### src/rtl/reg_file16.sv
// reg_file16: 16 x 16-bit register file, two combinational read ports,
// one write port with same-cycle write-through bypass, R0 tied to zero.
module reg_file16 #(
  parameter int WIDTH = 16,
  parameter int NREGS = 16
) (
  input  logic                     CLK,
  input  logic                     RST_N,
  input  logic                     WE,
  input  logic [$clog2(NREGS)-1:0] WA,
  input  logic [WIDTH-1:0]         WD,
  input  logic [$clog2(NREGS)-1:0] RA1,
  input  logic [$clog2(NREGS)-1:0] RA2,
  output logic [WIDTH-1:0]         RD1,
  output logic [WIDTH-1:0]         RD2
);

  localparam int AW = $clog2(NREGS);

  logic [WIDTH-1:0] regs_q [NREGS];
  logic             wr_en;

  assign wr_en = WE && RST_N && (WA != '0);

  always_ff @(posedge CLK or negedge RST_N) begin
    if (!RST_N) begin
      for (int i = 0; i < NREGS; i++) regs_q[i] <= '0;
    end else if (wr_en) begin
      regs_q[WA] <= WD;
    end
  end

  // Bypass lets a same-cycle writeback reach the operand mux without a stall.
  function automatic logic [WIDTH-1:0] rd_sel(
    input logic [AW-1:0] ra
  );
    logic [WIDTH-1:0] v;
    v = '0;
    if (RST_N && ra != '0)
      v = (wr_en && WA == ra) ? WD : regs_q[ra];
    return v;
  endfunction

  always_comb begin
    RD1 = rd_sel(RA1);
    RD2 = rd_sel(RA2);
  end

  a_wr_known: assert property (
    @(posedge CLK) disable iff (!RST_N) !$isunknown({WE, WA})
  ) else $error("reg_file16: X/Z on WE/WA");

endmodule

### config.mk
export PLATFORM = sky130hd
export DESIGN_NAME = reg_file16
export DESIGN_NICKNAME = d
export VERILOG_FILES = /design/src/rtl/reg_file16.sv
export SDC_FILE = /design/constraint.sdc
export NUM_CORES = 1
export LEC_CHECK = 0
export BUFFER_PORTS_ARGS = -buffer_cell sky130_fd_sc_hd__buf_4
export CAP_MARGIN = 0
export CELL_PAD_IN_SITES_DETAIL_PLACEMENT = 1
export CELL_PAD_IN_SITES_GLOBAL_PLACEMENT = 1
export CORE_UTILIZATION = 55
export CTS_BUF_LIST = sky130_fd_sc_hd__clkbuf_16
export DETAILED_ROUTE_END_ITERATION = 16
export PLACE_DENSITY_LB_ADDON = 0.1
export SKIP_CTS_REPAIR_TIMING = 1
export SLEW_MARGIN = 20
export SYNTH_ARGS = -nofsm -noshare
export SYNTH_HDL_FRONTEND = slang
export SYNTH_SLANG_ARGS = --single-unit
### constraint.sdc
create_clock -name CLK -period 2.85 [get_ports CLK]
set_clock_uncertainty 0.2 [all_clocks]
set_input_delay 0.1425 -clock CLK [delete_from_list [all_inputs] [get_ports CLK]]
set_output_delay 0.1425 -clock CLK [all_outputs]
set_load 0.01 [all_outputs]
==> out/results.tsv <==
stage	metric	value	unit
run_status	status	finished, final reports clean	
setup_path	worst setup path category	reg2out	
setup_path	CP arrival	2.41	ns
final_layout	final core utilization	63.2	%
timing	RSZ-0062 raised after global routing	no	
cts	clock sinks	256	
logic_synthesis	Synth Cell Area	14000	um2
logic_synthesis	synth warn	0	
final_layout	most common cell after layout, fill and taps aside	dfrtp_1	
global_routing	GR peak layer	met2	
timing	Max Freq	363	MHz
detailed_routing	DR iter-0 viols	816	
global_routing	first-pass GRT wire length	64.6	mm
floorplanning	Die H	162	um
timing	Final Hold Fails	0	
timing	actual slew at the worst max-slew pin	0.998	ns
pwr	Internal Pwr Total	7.73	mW
cts	Clock Tree Buf Depth	3	
global_routing	met1 Use GR	49.4	%
placed_design	Detailed Place HPWL	28.2	mm
setup_path	critical path capture point type	primary output	
detailed_routing	mean number of vias per cell	6.69	
pwr	combinational share of power	21.0	%
pwr	PD cells	685	nW/um2
floorplanning	die width	162	um
final_layout	register with the most flip-flops	regs_q	
setup_path	worst path required time	2.51	ns
setup_path	CP Launch Type	flip-flop	
global_routing	number of global-route vias before repair	10200	
logic_synthesis	sequential area share after synthesis	45.8	%
floorplanning	die footprint	26100	um2
global_routing	grt total ovfl	0	
placed_design	DP Area	14700	um2
timing	Final Cycle Share	96.7	%
final_layout	Area growth syn-to-layout	13.1	%
logic_synthesis	post-synthesis area per instance	13.4	um2
global_routing	largest net degree at the start of global routing	114	
final_layout	design area	15800	um2
pwr	clock power share	34.3	%
detailed_routing	# DRC	0	
global_routing	GRT Resource Usage Total	33.0	%
final_layout	commonest non-fill, non-tap cells in the layout	dfrtp_1, mux2_2, mux2i_1	
timing	max_slew headroom	33.5	%
cts	CTS buffer count	29	
setup_path	Critical Path Fanout Max	3	
final_layout	area of the multi-input gates	7020	um2
detailed_routing	wire per inst	29.1	um
floorplanning	Ports	63	
pwr	Seq pwr share	44.7	%
cts	htree depth	1	
final_layout	share of cells above drive strength 1	41.8	%
floorplanning	core area	25000	um2
final_layout	Largest register FFs	256	
final_layout	ANT cells	0	
placed_design	PortBufs	62	
detailed_routing	Detailed Routing Iterations Pass 1	5	
logic_synthesis	post-synthesis register bit count	256	
timing	hold slack	0.0195	ns
pwr	switching pwr	3.10	mW
final_layout	final net count	1115	
floorplanning	Starting Density	55.9	%
detailed_routing	Post-Route WL	41.8	mm
timing	Tmin final	2.76	ns
detailed_routing	post-route ant nets	0	
timing	Final setup viols	0	
detailed_routing	via count	9608	
cts	insertion delay to the later sink of the worst-skew pair	0.55	ns
global_routing	initial antenna violation count	0	
logic_synthesis	unique cell type count in the Yosys netlist	31	
floorplanning	Site Rows	58	
global_routing	met2 Use GR	49.5	%
placed_design	gpl congestion	0.869	
final_layout	Seq. cell area	6410	um2
cts	clock-pin transition on the worst setup and hold timing paths	0.06	ns
min_path	Hold WC Path Type	in2reg	
final_layout	largest registers	regs_q: 256 flops	
pwr	switching share of power	28.6	%
logic_synthesis	post-synthesis instance total	1048	
job	maxcap violations	0	
final_layout	Filler Cell Count	2350	
logic_synthesis	Synth Net Count	1079	
pwr	Pleak	6.92	nW
cts	CTS tree	done	
cts	clock root cell	clkbuf_16	
global_routing	met3 usage	7.40	%
timing	Slew Limit Fails	0	
pwr	VDD IR max	0.000702	V
layer usage:
layer  share of wire (%)  up-vias
met4                 1.4        0
met3                 7.1       52
li1                    -     4110
met1                  46     5146
met5                   0        -
met2                  45      300
worst paths after layout:
kind | from | endpoint | slack, ns | cells after the start
min reg2reg | regs_q[244] | regs_q[244] | 0.21 | 0
max | regs_q[78] | RD1[14] | 0.09 | 5
min in group asynchronous | RST_N | regs_q[162] | 0.12 | 3
max reg2reg | regs_q[212] | regs_q[212] | 1.84 | 1
min | WE | regs_q[98] | 0.02 | 4
max in group asynchronous | RST_N | regs_q[220] | 1.51 | 3
synth_stat cells:
library cell | n | area (um2)
dfrtp_1 | 256 | 6410
mux2_2 | 241 | 2710
mux2i_1 | 128 | 1280
mux4_2 | 64 | 1440
o22ai_1 | 64 | 400
clkbuf_1 | 53 | 199
buf_2 | 43 | 215
a211oi_1 | 32 | 240
o31ai_1 | 32 | 240
nand3_1 | 31 | 155
a31oi_1 | 30 | 188
buf_4 | 18 | 135
nor2_1 | 9 | 33.8
xnor2_1 | 8 | 70.1
buf_1 | 4 | 15.0
or3_1 | 4 | 25.0
or3b_2 | 4 | 35.0
nand4_1 | 3 | 18.8
or4_1 | 3 | 22.5
a21oi_1 | 2 | 10.0
buf_6 | 2 | 22.5
nand2_1 | 2 | 7.51
nand2b_1 | 2 | 12.5
nand3b_1 | 2 | 15.0
nand4b_1 | 2 | 17.5
nor2b_1 | 2 | 12.5
o21a_1 | 2 | 15.0
or2_2 | 2 | 12.5
mux2_1 | 1 | 11.3
nor3_2 | 1 | 10.0
nor4_2 | 1 | 12.5
power groups by stage:
stage | clock network [mW] | registers [mW] | logic, mW
6_report | 3.71 | 4.84 | 2.28
3_5_place_dp | 0 | 4.87 | 2.21
4_1_cts | 3.76 | 4.82 | 2.24
3_3_place_gp | 0 | 4.80 | 2.14
5_1_grt | 3.88 | 4.92 | 2.43
2_1_floorplan | 0 | 4.69 | 1.58
critical path, stage by stage (launching register included):
cell      delay (ns)
dfrtp_1         0.41
mux4_2          0.46
mux2_2          0.32
a211oi_2        0.34
a21oi_1         0.16
buf_4           0.18
cells by family (layout without fill, tap and decap cells):
kind of cell / after synthesis / in the layout / share of synthesized area (%)
mux: 434 / 434 / 38.9
flops: 256 / 256 / 45.8
compound gates: 162 / 162 / 7.81
buf+inv: 120 / 178 / 4.19
simple gates: 68 / 68 / 2.79
xor+xnor: 8 / 8 / 0.501
through the flow:
stage | power [mW] | cells | worst slack, ns | setup TNS, ns
after floorplan | 6.26 | 1048 | 0.938 | 0
after global placement | 6.94 | 1365 | 0.417 | 0
after detailed placement | 7.09 | 1365 | 0.378 | 0
after CTS | 10.8 | 1418 | -0.0570 | -0.0570
after global routing | 11.2 | 1436 | 0.0549 | 0
final | 10.8 | 1436 | 0.0927 | 0
layout make-up:
| type | count | share of cell area (%) |
|---|---|---|
| clock buffers | 29 | 4.59 |
| well taps | 330 | 2.61 |
| multi-input cells | 672 | 44.4 |
| repair buffers | 125 | 6.66 |
| flip-flops and latches | 256 | 40.5 |
| clock inverters | 24 | 1.28 |
Note: power is estimated with default switching activity, not from simulation.
